**config.mk**
```make
export PLATFORM = sky130hd
export DESIGN_NAME = pipe_stage_buf_flat
export DESIGN_NICKNAME = d
export VERILOG_FILES = /design/src/rtl/pipe_stage_buf_if.sv /design/src/rtl/pipe_stage_buf.sv /design/src/flat_wrapper.sv
export SDC_FILE = /design/constraint.sdc
export NUM_CORES = 1
export LEC_CHECK = 0
export ABC_AREA = 1
export CAP_MARGIN = 30
export CORE_ASPECT_RATIO = 0.6
export CORE_UTILIZATION = 50
export CTS_CLUSTER_SIZE = 8
export DETAILED_ROUTE_END_ITERATION = 12
export GPL_TIMING_DRIVEN = 1
export PLACE_DENSITY = 0.83
export SYNTH_ARGS = -nofsm -noshare
export SYNTH_HDL_FRONTEND = slang
export SYNTH_SLANG_ARGS = --single-unit
```
**constraint.sdc**
```tcl
create_clock -name clk_i -period 2.7 [get_ports clk_i]
set_input_delay 0.675 -clock clk_i [delete_from_list [all_inputs] [get_ports clk_i]]
set_output_delay 0.675 -clock clk_i [all_outputs]
set_load 0.03 [all_outputs]
```
**src/rtl/pipe_stage_buf_if.sv**
```systemverilog
// Handshake bundle for one side of a pipeline stage: valid/ready plus the
// control field, data payload and destination-register index.
interface pipe_stage_buf_if #(
  parameter int CTRL_W = 4,
  parameter int DATA_W = 64,
  parameter int RD_W   = 5
);
  logic              valid;
  logic              ready;
  logic [CTRL_W-1:0] ctrl;
  logic [DATA_W-1:0] data;
  logic [RD_W-1:0]   rd;

  // Producer side drives the entry, consumer side returns ready.
  modport master (output valid, ctrl, data, rd, input  ready);
  modport slave  (input  valid, ctrl, data, rd, output ready);
endinterface

```
**src/rtl/pipe_stage_buf.sv**
```systemverilog
// Pipeline stage register with valid/ready handshake, optional one-entry
// skid buffer, freeze (halt_i) and flush. The control field is forced to
// zero whenever the head slot is not valid, so hazard logic downstream can
// use it without qualifying by valid.
module pipe_stage_buf #(
  parameter int CTRL_W = 4,
  parameter int DATA_W = 64,
  parameter int RD_W   = 5,
  parameter bit SKID   = 1'b1
) (
  input  logic                  clk_i,
  input  logic                  rst_i,
  input  logic                  halt_i,
  input  logic                  flush_i,
  pipe_stage_buf_if.slave       up,
  pipe_stage_buf_if.master      dn,
  output logic [1:0]            occ_o
);

  typedef enum logic [1:0] {
    EMPTY = 2'd0,
    ONE   = 2'd1,
    TWO   = 2'd2
  } state_t;

  state_t            state_q, state_d;

  logic [CTRL_W-1:0] main_ctrl_q, skid_ctrl_q;
  logic [DATA_W-1:0] main_data_q, skid_data_q;
  logic [RD_W-1:0]   main_rd_q,   skid_rd_q;

  logic active;
  logic valid;
  logic ready;
  logic accept;
  logic take;
  logic load_main_in;
  logic load_main_skid;
  logic load_skid;

  // Halt and flush both hide the stage from both neighbours, so neither
  // side can complete a handshake in such a cycle.
  assign active = !halt_i && !flush_i;
  assign valid  = (state_q != EMPTY) && active;

  generate
    if (SKID) begin : g_skid
      // Registered ready: only the occupancy state and halt/flush matter,
      // which breaks the ready chain between stages.
      assign ready = (state_q != TWO) && active;
    end else begin : g_no_skid
      // Single entry: can refill in the same cycle the head is drained.
      assign ready = ((state_q == EMPTY) || dn.ready) && active;
    end
  endgenerate

  assign accept = up.valid && ready;
  assign take   = valid && dn.ready;

  // Next-state and load-enable decode for the occupancy FSM.
  always_comb begin
    // NOTE: every output of this block gets a default first, so no path
    // leaves a value unassigned and no latch is inferred.
    state_d        = state_q;
    load_main_in   = 1'b0;
    load_main_skid = 1'b0;
    load_skid      = 1'b0;

    if (flush_i) begin
      state_d = EMPTY;
    end else begin
      // During halt accept and take are both low, so nothing below fires.
      case (state_q)
        EMPTY: begin
          if (accept) begin
            state_d      = ONE;
            load_main_in = 1'b1;
          end
        end
        ONE: begin
          if (accept && take) begin
            load_main_in = 1'b1;
          end else if (accept) begin
            // Only reachable with the skid buffer: without it, accepting in
            // ONE requires ready_i and therefore implies a take.
            state_d   = TWO;
            load_skid = 1'b1;
          end else if (take) begin
            state_d = EMPTY;
          end
        end
        TWO: begin
          // ready is low in TWO, so the only event is draining the head;
          // the skid entry moves forward to keep FIFO order.
          if (take) begin
            state_d        = ONE;
            load_main_skid = 1'b1;
          end
        end
        default: state_d = EMPTY;
      endcase
    end
  end

  // State and entry registers; flush clears only the stored control bits.
  always_ff @(posedge clk_i or negedge rst_i) begin
    if (!rst_i) begin
      // NOTE: the payload registers are reset too, because data_o and rd_o
      // show the main register unconditionally and must read 0 after reset.
      state_q     <= EMPTY;
      main_ctrl_q <= '0;
      main_data_q <= '0;
      main_rd_q   <= '0;
      skid_ctrl_q <= '0;
      skid_data_q <= '0;
      skid_rd_q   <= '0;
    end else begin
      // NOTE: non-blocking assignments throughout, so every register here
      // samples values from before this edge regardless of statement order.
      state_q <= state_d;
      if (flush_i) begin
        main_ctrl_q <= '0;
        skid_ctrl_q <= '0;
      end else begin
        if (load_main_in) begin
          main_ctrl_q <= up.ctrl;
          main_data_q <= up.data;
          main_rd_q   <= up.rd;
        end else if (load_main_skid) begin
          main_ctrl_q <= skid_ctrl_q;
          main_data_q <= skid_data_q;
          main_rd_q   <= skid_rd_q;
        end
        if (load_skid) begin
          skid_ctrl_q <= up.ctrl;
          skid_data_q <= up.data;
          skid_rd_q   <= up.rd;
        end
      end
    end
  end

  assign up.ready = ready;
  assign dn.valid = valid;
  assign dn.ctrl  = valid ? main_ctrl_q : '0;
  assign dn.data  = main_data_q;
  assign dn.rd    = main_rd_q;
  assign occ_o    = state_q;

endmodule

```
**src/flat_wrapper.sv**
```systemverilog
// flat-port wrapper written by rule: the top's interface ports become plain ports
module pipe_stage_buf_flat 
#(
  parameter int CTRL_W = 4,
  parameter int DATA_W = 64,
  parameter int RD_W   = 5,
  parameter bit SKID   = 1'b1
)
  (clk_i, rst_i, halt_i, flush_i, occ_o, up_valid, up_ctrl, up_data, up_rd, up_ready, dn_valid, dn_ctrl, dn_data, dn_rd, dn_ready);
  pipe_stage_buf_if #(.CTRL_W(CTRL_W), .DATA_W(DATA_W), .RD_W(RD_W)) up_i ();
  pipe_stage_buf_if #(.CTRL_W(CTRL_W), .DATA_W(DATA_W), .RD_W(RD_W)) dn_i ();
  input  logic clk_i;
  input  logic rst_i;
  input  logic halt_i;
  input  logic flush_i;
  output logic [1:0] occ_o;
  input wire logic [$bits(up_i.valid)-1:0] up_valid;
  input wire logic [$bits(up_i.ctrl)-1:0] up_ctrl;
  input wire logic [$bits(up_i.data)-1:0] up_data;
  input wire logic [$bits(up_i.rd)-1:0] up_rd;
  output wire logic [$bits(up_i.ready)-1:0] up_ready;
  output wire logic [$bits(dn_i.valid)-1:0] dn_valid;
  output wire logic [$bits(dn_i.ctrl)-1:0] dn_ctrl;
  output wire logic [$bits(dn_i.data)-1:0] dn_data;
  output wire logic [$bits(dn_i.rd)-1:0] dn_rd;
  input wire logic [$bits(dn_i.ready)-1:0] dn_ready;
  assign up_i.valid = up_valid;
  assign up_i.ctrl = up_ctrl;
  assign up_i.data = up_data;
  assign up_i.rd = up_rd;
  assign up_ready = up_i.ready;
  assign dn_valid = dn_i.valid;
  assign dn_ctrl = dn_i.ctrl;
  assign dn_data = dn_i.data;
  assign dn_rd = dn_i.rd;
  assign dn_i.ready = dn_ready;
  pipe_stage_buf #(.CTRL_W(CTRL_W), .DATA_W(DATA_W), .RD_W(RD_W), .SKID(SKID)) u_core (.clk_i(clk_i), .rst_i(rst_i), .halt_i(halt_i), .flush_i(flush_i), .up(up_i), .dn(dn_i), .occ_o(occ_o));
endmodule
```
# After elaboration in Yosys (flattened, before gate mapping)
# Cells that the tools add are included.
word_totals:
  reg_bits: 148
  out_inout_bits: 77
  input_bits: 79
classes:
  n_eq_ne: 7
  bitwise: 1
  n_reduce_logical: 16
  n_mux: 27
ops:
  columns: ["cell", "n"]
  rows:
  - ["64-bit two-way mux", 2]
  - ["4-bit two-way mux", 6]
  - ["2-bit two-way mux", 6]
  - ["5-bit two-way mux", 2]
  - ["1-bit two-way mux", 9]
  - ["1-bit logical AND", 6]
  - ["3-bit by 2-bit inequality test with 1-bit output, second input constant", 2]
  - ["2-bit case mux with 3 select lines", 1]
  - ["2-bit nonzero test", 3]
  - ["4-bit by 2-bit inequality test with 1-bit output, second input constant", 1]
  - ["2-bit AND reduction", 2]
  - ["4-bit AND reduction", 1]
  - ["3-bit inequality test, second input constant", 1]
  - ["3-bit nonzero test", 1]
  - ["2-bit by 1-bit == test with 1-bit output, second input constant", 1]
  - ["2-bit == test, second input constant", 1]
  - ["1-bit logical NOT", 2]
  - ["2-bit logical NOT", 1]
  - ["2-bit inequality test, second input constant", 1]
  - ["1-bit case mux with 2 select lines", 1]
  - ["1-bit NOT", 1]

# Depth between registers and ports, before layout
logic_depth:
  depth_word: 10
  ltp_mapped: 10
  ltp_nobuf: 9

# Worst setup path after synthesis
# No wires, ideal clock.
synth_timing:
  path_type: "flip-flop to output port"
  from: "register u_core.state_q[0], in the netlist u_core.occ_o[0]"
  to: "output port up_ready"
  t_arrival_ns: 1.482
  path_slack_ns: 0.543
  path_buffers: 0
  path_stages_with_launch: 5
  required_time_ns: 2.025
  cell_sequence: "dfrtp_1 -> inv_2 -> nand2_1 -> inv_1 -> nor3_1"
synth_via:
  elab_chain_cells: 2
synth_rtl:
  columns: ["element", "line_no", "source"]
  rows:
  - ["start: declaration", "pipe_stage_buf.sv:26", "state_t state_q, state_d;"]
  - ["start signal: assignment", "pipe_stage_buf.sv:120", "state_q <= state_d;"]
  - ["2-bit inequality test", "pipe_stage_buf.sv:50", "assign ready = (state_q != TWO) && active;"]
  - ["1-bit logical AND", "pipe_stage_buf.sv:50", null]
  - ["end: declaration", "flat_wrapper.sv:21", "output wire logic [$bits(up_i.ready)-1:0] up_ready;"]
# Every way passes these cells.

# Worst setup path in the final report
layout_timing:
  from: "input port flush_i"
  to: "output port dn_ctrl[0]"
layout_via:
  elab_chain_cells: 4
layout_rtl:
  columns: ["element", "line_no", "source"]
  rows:
  - ["start: declaration", "flat_wrapper.sv:15", "input logic flush_i;"]
  - ["1-bit logical NOT", "pipe_stage_buf.sv:43", "assign active = !halt_i && !flush_i;"]
  - ["1-bit logical AND", "pipe_stage_buf.sv:43", null]
  - ["1-bit logical AND", "pipe_stage_buf.sv:44", "assign valid = (state_q != EMPTY) && active;"]
  - ["4-bit two-way mux", "pipe_stage_buf.sv:145", "assign dn.ctrl = valid ? main_ctrl_q : '0;"]
  - ["end: declaration", "flat_wrapper.sv:23", "output wire logic [$bits(dn_i.ctrl)-1:0] dn_ctrl;"]
# Every way passes these cells.

==> flow_metrics.py <==
metrics = {
    "timing": {
        "period_minus_slack_ns": 2.46,
        "setup_viol": 0,
        "slew_headroom_pct": 61.5,
        "rsz0062_at_grt": "no",
        "fmax_mhz": 406,
        "fin_crit_sh_pct": 91.2,
        "fin_worst_skew_ns": 0.0103,
        "tns_ns": 0,
        "worst_pin_slew_ns": 0.577,
        "slew_violations": 0,
        "finalHoldViolations": 0,
    },
    "critical_path": {
        "path_buf_inv": 2,
        "crit_fanout": 5,
        "reg2reg_slack_ns": 0.71,
        "ff2ff_path_depth": 9,
        "crit_arrival_ns": 1.79,
        "reg2reg_from": "u_core.occ_o[1]",
        "endpoint": "dn_ctrl[0]",
        "cp_cell_sequence": "clkdlybuf4s50_1 -> nor2_4 -> nand2_2 -> nor2_1 -> buf_4",
        "crit_type": "input port to primary output",
        "r2r_end": "u_core.dn.data[35]",
        "startpoint": "flush_i",
        "critPathRequiredTime_ns": 2.03,
        "cp.depth": 5,
        "endpoint_kind": "primary output",
        "worstSetupStartpointType": "input port",
        "cp_slowest_stage_delay_ns": 0.46,
        "crit_slowest_cell": "clkdlybuf4s50_1",
        "path_delay_family": "buffers and inverters",
    },
    "clocking": {
        "post_cts_buffers": 0,
        "clkTransAtPathRegs_ns": 0.06,
        "ctsRootBufferMaster": "clkbuf_16",
        "insertion_delay_ns": 0.41,
        "cts_buffers": 17,
        "cts_sinks": 148,
        "cts_resized": 0,
        "clockBufferDepth": 2,
        "cts_max_level": 4,
        "cts_hold_buf": 0,
        "cts_tree": "done",
    },
    "status": {
        "status": "finished clean",
    },
    "place": {
        "gp_congestion": 0.838,
        "postPlaceCellArea_mm2": 0.00875,
        "port_buffers": 155,
        "hpwlAfterDp_um": 10700,
    },
    "die": {
        "rows": 33,
        "die_h_um": 94.1,
        "dieArea_mm2": 0.0146,
        "dieWidth_um": 156,
        "ioPinCount": 156,
        "core_mm2": 0.0137,
        "start_util_pct": 51.6,
    },
    "pwr": {
        "pwr-share-seq_pct": 37.7,
        "p_int_uw": 6390,
        "p_comb_share_pct": 40.3,
        "swShare_pct": 38.7,
        "p_clk_share_pct": 22.0,
        "leakagePower_uw": 0.00462,
        "p_sw_uw": 4040,
        "worst_ir_drop_vdd_mv": 0.670,
        "powerDensity_mw_per_mm2": 1120,
    },
    "drt": {
        "vias": 6264,
        "first_iter_violations": 454,
        "via_per_inst": 5.05,
        "drt_first_pass_iters": 5,
        "post_drt_wl_per_cell_um": 13.9,
        "wl_um": 17300,
        "drtAntennaViolNets": 0,
        "drc": 0,
    },
    "global_route": {
        "grt_pass1_vias": 5880,
        "grt_start_max_net_pins": 87,
        "antenna_found_initial": 0,
        "gr-usage-all-layers_pct": 25.2,
        "grt_first_pass_wirelength_um": 29100,
        "gr-total-overflow": 0,
    },
    "synth": {
        "syn_inst": 911,
        "synth.avg_cell_area_um2": 7.76,
        "yosysSeqAreaShare_pct": 52.4,
        "async_flop_share_pct": 100,
        "synthTopCellsByArea": "dfrtp_1, nand2_1, nand3_1, inv_1, o21ai_0",
        "synth_area_mm2": 0.00707,
        "synth_edf_count": 0,
        "synth_top_area_share_pct": 52.4,
        "synth_cell_types": 20,
        "ys_warn_count": 0,
        "synth_top_area_cell": "dfrtp_1",
        "yosys_register_bits": 148,
        "syn_nets": 990,
        "ys.flop_type": "dfrtp_1",
    },
    "cells_and_area": {
        "area_growth_pct": 31.7,
        "layout_commonest_cell": "nand2_1",
        "fillCellCount": 1141,
        "final_cell_mix": "nand2_1, inv_1, nand3_1",
        "fin_area_mm2": 0.00931,
        "fin_util_pct": 67.9,
        "nets": 1116,
        "drive_above_1_share_pct": 6.01,
        "diodes": 0,
    },
    "hold_path": {
        "min_path_type": "input port to async pin",
    },
    "job": {
        "drv_cap": 0,
    },
}
## cell usage after synthesis (5+ instances only)
library cell    n
inv_1         154
o21ai_0       115
nand3_1       150
buf_2          42
nand2_1       225
dfrtp_1       148
nand4_1         5
clkbuf_1       14
buf_4           6
o21ai_1        31
nor2_1          8
## cells by family (layout without fill, tap and decap cells)
family                 count (synthesis)  in the layout  synth area share [%]
flip-flops                           148            148                  52.4
AO/OA/AOI/OAI                        147            147                  10.4
AND/OR/NAND/NOR                      395            395                  24.2
buffers and inverters                221            358                  13.0
## worst reg2reg max path: stages (launching register included)
cell	delay, ns
dfrtp_1	0.45
inv_1	0.14
nand2_2	0.09
nand3_2	0.11
nand2_2	0.13
nand2_4	0.12
buf_4	0.48
o21ai_0	0.22
nand2_1	0.10
nand2_1	0.05
## state kept, by name, summed over array words and instances (netlist names)
name                flops
u_core.dn.rd            5
u_core.dn.data         64
u_core.main_ctrl_q      4
u_core.skid_rd_q        5
u_core.occ_o            2
u_core.skid_data_q     64
u_core.skid_ctrl_q      4
## final cells by class
| type | count | area [µm²] | area share [%] |
|---|---|---|---|
| Clock buffer | 21 | 460 | 4.94 |
| Clock inverter | 9 | 105 | 1.13 |
| Inverter | 157 | 589 | 6.33 |
| Multi-Input combinational cell | 542 | 2480 | 26.7 |
| Sequential cell | 148 | 3700 | 39.8 |
| Tap cell | 192 | 240 | 2.58 |
| Timing Repair Buffer | 171 | 1730 | 18.6 |
## how the worst min path moves through the flow
stage | start | endpoint | slack, ns
2_1_floorplan | rst_i | u_core.dn.data[0] | 0.38
5_1_grt | rst_i | u_core.skid_data_q[24] | 0.14
4_1_cts | rst_i | u_core.dn.data[33] | 0.14
3_5_place_dp | u_core.skid_data_q[8] | u_core.skid_data_q[8] | 0.47
6_report | rst_i | u_core.dn.data[33] | 0.13
3_3_place_gp | u_core.skid_data_q[5] | u_core.skid_data_q[5] | 0.47
## per-layer routing
metal / vias up / GRT usage [%] / part of all wire (%)
li1: 3100 / - / -
met1: 2933 / 35.9 / 46
met2: 218 / 38.9 / 46
met3: 13 / 6.32 / 6.8
met4: 0 / 5.64 / 0.72
met5: - / 0 / 0
## power groups by stage
stage	clock, µW	combinational (µW)	sequential, µW
after floorplan	0	1480	4880
after global placement	0	4100	3910
after detailed placement	0	4210	3930
after CTS	2330	4240	3920
after global routing	2440	4600	4050
final	2290	4210	3930
## through the flow
step	hold slack, ns	power [µW]	setup slack [ns]	std cells
after global placement	0.465	8000	0.186	1210
after global routing	0.139	11100	0.165	1240
after floorplan	0.379	6360	0.543	911
after CTS	0.136	10500	0.208	1240
final	0.132	10400	0.236	1240
after detailed placement	0.474	8140	0.133	1210
(Power assumes the default switching activity.)
